--- config.mk ---
export PLATFORM = sky130hd
export DESIGN_NAME = ps2_host_tx
export DESIGN_NICKNAME = d
export VERILOG_FILES = /design/src/rtl/ps2_pkg.sv /design/src/rtl/ps2_line_sync.sv /design/src/rtl/ps2_host_tx.sv
export SDC_FILE = /design/constraint.sdc
export NUM_CORES = 1
export LEC_CHECK = 0
export ABC_CLOCK_PERIOD_IN_PS = 3300
export BUFFER_PORTS_ARGS = -buffer_cell sky130_fd_sc_hd__buf_2
export CORE_UTILIZATION = 45
export CTS_CLUSTER_DIAMETER = 120
export DETAILED_ROUTE_END_ITERATION = 6
export GPL_TIMING_DRIVEN = 0
export SLEW_MARGIN = 20
export SYNTH_ARGS = -nofsm -noshare
export SYNTH_HDL_FRONTEND = slang
export SYNTH_SLANG_ARGS = --single-unit
--- constraint.sdc ---
create_clock -name clk -period 3.3 [get_ports clk]
set_input_delay 0.66 -clock clk [delete_from_list [all_inputs] [get_ports clk]]
set_output_delay 0.66 -clock clk [all_outputs]
set_load 0.01 [all_outputs]
--- src/rtl/ps2_pkg.sv ---
// Purpose: shared types and constants for the PS/2 host-side blocks.
// Latency: n/a (declarations only).
// Backpressure: n/a.
package ps2_pkg;

  // Host transmit FSM states.
  typedef enum logic [2:0] {
    ST_IDLE,
    ST_INHIBIT,
    ST_REQ,
    ST_WAIT_DEV,
    ST_SHIFT,
    ST_ACK,
    ST_RELEASE
  } state_t;

  // Abort reasons reported on err_code.
  localparam logic [1:0] ERR_NONE  = 2'b00;
  localparam logic [1:0] ERR_START = 2'b01;
  localparam logic [1:0] ERR_FRAME = 2'b10;
  localparam logic [1:0] ERR_NACK  = 2'b11;

  // Common keyboard commands.
  localparam logic [7:0] CMD_SET_LED = 8'hED;
  localparam logic [7:0] CMD_RESET   = 8'hFF;

  // PS/2 frames carry odd parity: the parity bit makes the total count of ones odd.
  function automatic logic odd_parity(input logic [7:0] d);
    return ~^d;
  endfunction

endpackage

--- src/rtl/ps2_line_sync.sv ---
// Purpose: 2-FF synchronizers for PS2_CLK/PS2_DATA plus a registered falling-edge detect on clock.
// Latency: levels 2 cycles, fall pulse 3 cycles after the pin edge.
// Backpressure: none; free-running sampler.
//
// Ports:
//   clk, rst        system clock, asynchronous active-low reset
//   clk_in, data_in raw line levels
//   clk_sync        synchronized PS2_CLK level
//   data_sync       synchronized PS2_DATA level
//   fall            one-cycle pulse on a synchronized 1->0 clock transition
module ps2_line_sync (
  input  logic clk,
  input  logic rst,
  input  logic clk_in,
  input  logic data_in,
  output logic clk_sync,
  output logic data_sync,
  output logic fall
);

  logic [1:0] clk_ff;
  logic [1:0] data_ff;
  logic       clk_prev;

  // Reset to the idle-high line level so leaving reset never fakes a falling edge.
  always_ff @(posedge clk or negedge rst) begin
    if (!rst) begin
      clk_ff   <= 2'b11;
      data_ff  <= 2'b11;
      clk_prev <= 1'b1;
      fall     <= 1'b0;
    end else begin
      clk_ff   <= {clk_ff[0], clk_in};
      data_ff  <= {data_ff[0], data_in};
      clk_prev <= clk_ff[1];
      fall     <= clk_prev & ~clk_ff[1];
    end
  end

  assign clk_sync  = clk_ff[1];
  assign data_sync = data_ff[1];

endmodule

--- src/rtl/ps2_host_tx.sv ---
// Purpose: host-to-device PS/2 transmitter; sends one command byte over the shared open-drain lines.
// Latency: clk_oe rises 1 cycle after accept; each data drive change lands 1 cycle after the sync'd clock fall.
// Backpressure: tx_ready high only in IDLE; tx_valid while not ready is ignored, nothing is queued.
//
// Ports:
//   clk, rst                     system clock, asynchronous active-low reset
//   tx_valid, tx_data, tx_ready  command byte handshake
//   busy                         high from accept until back in IDLE (decoder ignores the lines)
//   done                         one-cycle pulse after an ACKed frame, on the return to IDLE
//   err, err_code                one-cycle abort pulse; code held until the next accept
//   ps2_clk_in, ps2_data_in      raw line levels
//   ps2_clk_oe, ps2_data_oe      1 pulls the corresponding line low
module ps2_host_tx
  import ps2_pkg::*;
#(
  parameter int CLK_FREQ_HZ    = 100_000_000,
  parameter int INHIBIT_CYCLES = 10_000,
  parameter int START_TIMEOUT  = 1_500_000,
  parameter int FRAME_TIMEOUT  = 200_000
) (
  input  logic       clk,
  input  logic       rst,
  input  logic       tx_valid,
  input  logic [7:0] tx_data,
  output logic       tx_ready,
  output logic       busy,
  output logic       done,
  output logic       err,
  output logic [1:0] err_code,
  input  logic       ps2_clk_in,
  input  logic       ps2_data_in,
  output logic       ps2_clk_oe,
  output logic       ps2_data_oe
);

  // The timers need at least one inhibit cycle and two cycles of timeout window.
  if (CLK_FREQ_HZ <= 0 || INHIBIT_CYCLES < 1 || START_TIMEOUT < 2 || FRAME_TIMEOUT < 2) begin : g_bad_params
    $error("ps2_host_tx: timing parameters out of range");
  end

  localparam int INH_W   = $clog2(INHIBIT_CYCLES + 1);
  localparam int START_W = $clog2(START_TIMEOUT + 1);
  localparam int FRAME_W = $clog2(FRAME_TIMEOUT + 1);

  localparam logic [INH_W-1:0]   INH_LAST   = INH_W'(INHIBIT_CYCLES - 1);
  localparam logic [INH_W-1:0]   INH_MAX    = INH_W'(INHIBIT_CYCLES);
  localparam logic [START_W-1:0] START_LAST = START_W'(START_TIMEOUT - 1);
  localparam logic [START_W-1:0] START_MAX  = START_W'(START_TIMEOUT);
  localparam logic [FRAME_W-1:0] FRAME_LAST = FRAME_W'(FRAME_TIMEOUT - 1);
  localparam logic [FRAME_W-1:0] FRAME_MAX  = FRAME_W'(FRAME_TIMEOUT);

  logic clk_sync, data_sync, fall;

  ps2_line_sync u_sync (
    .clk       (clk),
    .rst       (rst),
    .clk_in    (ps2_clk_in),
    .data_in   (ps2_data_in),
    .clk_sync  (clk_sync),
    .data_sync (data_sync),
    .fall      (fall)
  );

  state_t             state, state_nxt;
  logic [7:0]         cmd_q, cmd_nxt;
  logic               par_q, par_nxt;
  logic [3:0]         n_q, n_nxt;
  logic [INH_W-1:0]   inh_cnt, inh_nxt;
  logic [START_W-1:0] start_cnt, start_nxt;
  logic [FRAME_W-1:0] frame_cnt, frame_nxt;

  logic       tx_ready_q, tx_ready_nxt;
  logic       busy_q, busy_nxt;
  logic       done_q, done_nxt;
  logic       err_q, err_nxt;
  logic [1:0] err_code_q, err_code_nxt;
  logic       clk_oe_q, clk_oe_nxt;
  logic       data_oe_q, data_oe_nxt;

  always_ff @(posedge clk or negedge rst) begin
    if (!rst) begin
      state      <= ST_IDLE;
      cmd_q      <= '0;
      par_q      <= 1'b0;
      n_q        <= '0;
      inh_cnt    <= '0;
      start_cnt  <= '0;
      frame_cnt  <= '0;
      tx_ready_q <= 1'b1;
      busy_q     <= 1'b0;
      done_q     <= 1'b0;
      err_q      <= 1'b0;
      err_code_q <= ERR_NONE;
      clk_oe_q   <= 1'b0;
      data_oe_q  <= 1'b0;
    end else begin
      state      <= state_nxt;
      cmd_q      <= cmd_nxt;
      par_q      <= par_nxt;
      n_q        <= n_nxt;
      inh_cnt    <= inh_nxt;
      start_cnt  <= start_nxt;
      frame_cnt  <= frame_nxt;
      tx_ready_q <= tx_ready_nxt;
      busy_q     <= busy_nxt;
      done_q     <= done_nxt;
      err_q      <= err_nxt;
      err_code_q <= err_code_nxt;
      clk_oe_q   <= clk_oe_nxt;
      data_oe_q  <= data_oe_nxt;
    end
  end

  // Every output register is loaded from the next-state view, so the pins
  // always agree with the state the FSM is in during that cycle.
  always_comb begin
    state_nxt    = state;
    cmd_nxt      = cmd_q;
    par_nxt      = par_q;
    n_nxt        = n_q;
    inh_nxt      = inh_cnt;
    start_nxt    = start_cnt;
    frame_nxt    = frame_cnt;
    done_nxt     = 1'b0;
    err_nxt      = 1'b0;
    err_code_nxt = err_code_q;
    data_oe_nxt  = data_oe_q;

    case (state)
      ST_IDLE: begin
        if (tx_valid && tx_ready_q) begin
          cmd_nxt      = tx_data;
          par_nxt      = odd_parity(tx_data);
          err_code_nxt = ERR_NONE;
          n_nxt        = '0;
          inh_nxt      = '0;
          start_nxt    = '0;
          frame_nxt    = '0;
          state_nxt    = ST_INHIBIT;
        end
      end

      ST_INHIBIT: begin
        if (inh_cnt == INH_LAST) begin
          state_nxt   = ST_REQ;
          data_oe_nxt = 1'b1;             // start bit
        end else if (inh_cnt != INH_MAX) begin
          inh_nxt = inh_cnt + 1'b1;
        end
      end

      // The start window opens here so that it spans REQ plus WAIT_DEV.
      ST_REQ: begin
        state_nxt = ST_WAIT_DEV;
        start_nxt = start_cnt + 1'b1;
      end

      ST_WAIT_DEV: begin
        if (start_cnt >= START_LAST) begin
          state_nxt    = ST_IDLE;
          err_nxt      = 1'b1;
          err_code_nxt = ERR_START;
        end else if (fall) begin
          state_nxt   = ST_SHIFT;
          n_nxt       = 4'd1;
          frame_nxt   = FRAME_W'(1);
          data_oe_nxt = ~cmd_q[0];
        end else if (start_cnt != START_MAX) begin
          start_nxt = start_cnt + 1'b1;
        end
      end

      // n holds the number of falls seen; the fall that bumps it to n+1 drives bit n.
      ST_SHIFT: begin
        if (frame_cnt >= FRAME_LAST) begin
          state_nxt    = ST_IDLE;
          err_nxt      = 1'b1;
          err_code_nxt = ERR_FRAME;
        end else begin
          if (frame_cnt != FRAME_MAX) frame_nxt = frame_cnt + 1'b1;
          if (fall) begin
            n_nxt = n_q + 4'd1;
            if (n_q <= 4'd7) begin
              data_oe_nxt = ~cmd_q[n_q[2:0]];
            end else if (n_q == 4'd8) begin
              data_oe_nxt = ~par_q;
            end else begin
              data_oe_nxt = 1'b0;         // stop bit: line floats high
              state_nxt   = ST_ACK;
            end
          end
        end
      end

      // Timeout is checked first so it wins over a coincident fall 11.
      ST_ACK: begin
        if (frame_cnt >= FRAME_LAST) begin
          state_nxt    = ST_IDLE;
          err_nxt      = 1'b1;
          err_code_nxt = ERR_FRAME;
        end else begin
          if (frame_cnt != FRAME_MAX) frame_nxt = frame_cnt + 1'b1;
          if (fall) begin
            n_nxt = n_q + 4'd1;
            if (data_sync) begin
              state_nxt    = ST_IDLE;
              err_nxt      = 1'b1;
              err_code_nxt = ERR_NACK;
            end else begin
              state_nxt = ST_RELEASE;
            end
          end
        end
      end

      ST_RELEASE: begin
        if (clk_sync && data_sync) begin
          state_nxt = ST_IDLE;
          done_nxt  = 1'b1;
        end
      end

      default: state_nxt = ST_IDLE;
    endcase

    // Data is only ever pulled between REQ and the stop bit.
    if (state_nxt == ST_IDLE || state_nxt == ST_INHIBIT || state_nxt == ST_RELEASE)
      data_oe_nxt = 1'b0;

    clk_oe_nxt   = (state_nxt == ST_INHIBIT) || (state_nxt == ST_REQ);
    tx_ready_nxt = (state_nxt == ST_IDLE);
    busy_nxt     = (state_nxt != ST_IDLE);
  end

  assign tx_ready    = tx_ready_q;
  assign busy        = busy_q;
  assign done        = done_q;
  assign err         = err_q;
  assign err_code    = err_code_q;
  assign ps2_clk_oe  = clk_oe_q;
  assign ps2_data_oe = data_oe_q;

endmodule
==> impl_results.md <==
- Category of the critical setup timing path: flip-flop to flip-flop
- Flop pwr share: 0.554
- Floorplan Core Area: 9420 um2
- Biggest area consumer among synthesized cells: dfrtp_1
- Ant. Diodes: 0
- Total number of nets in the final design: 547
- Cell with the most instances on the worst path: or3_1
- Total wire length: 9890 um
- Number of vias per cell: 5.63
- Max Cap Viol: 0
- Via count of the first global-routing pass: 3456
- Critical Path Max Stage Delay: 0.49 ns
- Die extent in y: 101 um
- Area enclosed by the die boundary: 10300 um2
- Fraction of the cycle the final worst path needs: 0.905
- Clock network fraction of total power: 0.418
- Cell family with the largest share of critical-path delay: simple AND/OR/NAND/NOR gates
- Worst-case clock skew: 0.0162 ns
- 1st-pass router iterations: 5
- Time the final worst path needs with I/O delays and setup: 2.99 ns
- Final-layout worst hold slack: 0.275 ns
- Sequential cell area fraction in the yosys report: 0.470
- Starting density of the core: 0.471
- IR drop worst, VDD: 0.198 mV
- Clock Sinks: 83
- Yosys synthesis warning count: 0
- CP startpoint kind: flip-flop
- FFs w/ async S/R, synth: 1.00
- Maximum number of pins on one net before global-route repair: 45
- Global Route Usage Sum: 0.214
- Post-synthesis instance total: 495
- Via count of the routed design: 3719
- Leakage power total: 2.11 nW
- Nets in the synthesized netlist: 516
- Net Sw Frac: 0.242
- Post-layout total power: 0.00185 W
- Clk_lat worst skew: 0.37 ns
- Post-synth EDFFs: 0
- Proportion of power drawn by combinational gates: 0.027
- CTS Buf Count: 9
- Clock slew seen by the registers of the worst setup and hold paths: 0.10 ns
- I/O Pins: 21
- Number of different library cells in the post-synthesis netlist: 55
- Clock root buffer: clkbuf_8
- Kind of end point of the critical path: flip-flop
- Proportion of netlist area held by the largest area contributor: 0.434
- Final global-route overflow total: 0
- Area of the mapped netlist: 4440 um2
- CP Data Arrival Time: 3.26 ns
- Half-perimeter wire length after placement: 7170 um
- CP Cell Sequence: or3_1 > or3_1 > o41ai_2 > nor3_1 > nor3_4 > clkbuf_1 > o21ai_0 > o41ai_1
- Cell-internal power: 0.00140 W
- Final setup viols: 0
- Area delta synth->final: 11.4%
- Yosys reg bits: 83
- Max Slew Vio Count: 0
- Util after Layout: 0.525
- Final routed wire length divided by cell count: 15.0 um
- Required time of the worst setup path: 3.57 ns
- Logic depth of the worst setup path including buffers: 8
- Max Buffers Root-to-Sink: 2
- Most instantiated flip-flop cell in the synthesis netlist: dfrtp_1
- Worst path buffer plus inverter count: 1
- Top cells by area in the synthesized netlist: dfrtp_1, nand2_1, o21ai_0
- P_sw: 0.000447 W
- Antenna violations before repair: 0
- IO buf count: 20
- Slew margin rel.: 0.318
- Die width: 101 um
- Post-Synthesis Mean Instance Area: 8.97 um2
- Status: complete, no violations
- Most used cells in the layout excluding fill and tap cells: nand2_1, dfrtp_1, o21ai_0
- Iteration-0 DRC Markers: 154
- Remaining DRCs: 0
- Highest net fanout along the worst path: 10
- Final hold violation count: 0
- Max frequency: 335 MHz
- CP max stage cell: o41ai_2
- H-tree level count: 3
- Power per unit of standard cell area: 374 nW/um2
- GPL Wtd Cong: 0.903
- Clock tree from TritonCTS: yes
- Post-detailed-placement cell area: 4730 um2
- Wire length of the first global-routing pass: 17000 um
- Final cell area excluding filler cells: 4940 um2
- Class of the most critical hold timing path: input pin to asynchronous set/reset pin
- Share of post-route cells with drive strength above 1: 0.105
- R2r worst-path depth: 8
- Slew at the pin closest to its max-slew limit: 1.01 ns
- Floorplan row count: 35
- Antenna Nets Post-Route: 0
## flip-flops by register name, indices dropped and copies added (netlist names), 2 cells and up
register        count
cmd_q               8
start_cnt          21
frame_cnt          18
u_sync.data_ff      2
n_q                 4
err_code            2
state               3
inh_cnt            14
u_sync.clk_ff       2
## final timing paths
kind	to	slack, ns	startpoint
worst max-delay path	frame_cnt[5]	0.31	start_cnt[11]
worst min-delay path	start_cnt[10]	0.27	rst
worst max register to register	frame_cnt[5]	0.31	start_cnt[11]
worst min register to register	u_sync.clk_ff[1]	0.36	u_sync.clk_ff[0]
max in group asynchronous	u_sync.data_ff[1]	2.36	rst
min in group clk	u_sync.clk_ff[1]	0.36	u_sync.clk_ff[0]
## kinds of logic after synthesis
kind of cell | share of synthesized area
AOI/OAI and AO/OA | 0.153
DFF | 0.470
buffers and inverters | 0.0271
adders and majority gates | 0.0226
xor gates and xnor gates | 0.0533
and+or+nand+nor | 0.260
muxes | 0.0147
## power groups by stage
stage          Combinational (W)  Clock [W]  Sequential, W
2_1_floorplan          0.0000162          0        0.00104
3_3_place_gp           0.0000473          0        0.00105
3_5_place_dp           0.0000524          0        0.00105
4_1_cts                0.0000528   0.000790        0.00103
5_1_grt                0.0000585   0.000829        0.00103
6_report               0.0000506   0.000774        0.00103
## stage by stage
stage	TNS, ns	setup WS (ns)	cells
2_1_floorplan	0	0.618	495
5_1_grt	-0.0104	-0.0104	660
3_3_place_gp	0	0.0948	644
3_5_place_dp	0	0.0242	645
6_report	0	0.312	660
4_1_cts	0	0.00809	661
## worst reg2reg max path: stages (launching register included)
cell and delay (ns):
dfrtp_1 0.42, or3_1 0.40, or3_1 0.35, o41ai_2 0.49, nor3_1 0.19, nor3_4 0.41, clkbuf_1 0.40, o21ai_0 0.16
o41ai_1 0.08
## synthesized netlist by cell type, types with 3 or more instances
cell / number
a211oi_1: 3
a21oi_1: 26
a31oi_1: 5
and2_1: 3
and3_1: 16
clkbuf_1: 15
dfrtp_1: 77
dfstp_2: 6
ha_1: 8
inv_1: 14
nand2_1: 77
nand2b_1: 3
nand3_1: 25
nand4_1: 7
nor2_1: 43
nor2b_1: 8
nor3_1: 11
nor4_1: 3
o211ai_1: 3
o21ai_0: 48
o21ai_1: 3
o31a_1: 3
o31ai_1: 4
or3_1: 17
or4_1: 5
xnor2_1: 14
xor2_1: 13
## routing by layer
metal | share of wire | up-vias | global-route usage
met1 | 0.50 | 1807 | 0.306
li1 | - | 1829 | -
met2 | 0.46 | 69 | 0.336
met5 | 0 | - | 0
met3 | 0.028 | 14 | 0.0269
met4 | 0.017 | 0 | 0.0769
## cell type report
class,instances,area [um2]
Fill cell,879,4470
Multi-Input combinational cell,382,2240
Sequential cell,83,2080
Tap cell,129,161
Timing Repair Buffer,21,130
Clock buffer,9,124
Clock inverter,7,82.6
Buffer,15,63.8
Inverter,14,52.6
## repair_timing
item                                    4_1_cts  5_1_grt
endpoints found under the setup margin        0       15
resized for setup                             0        2
hold buffers                                  0        0
buffers inserted                              0        0
(Power assumes the default switching activity.)
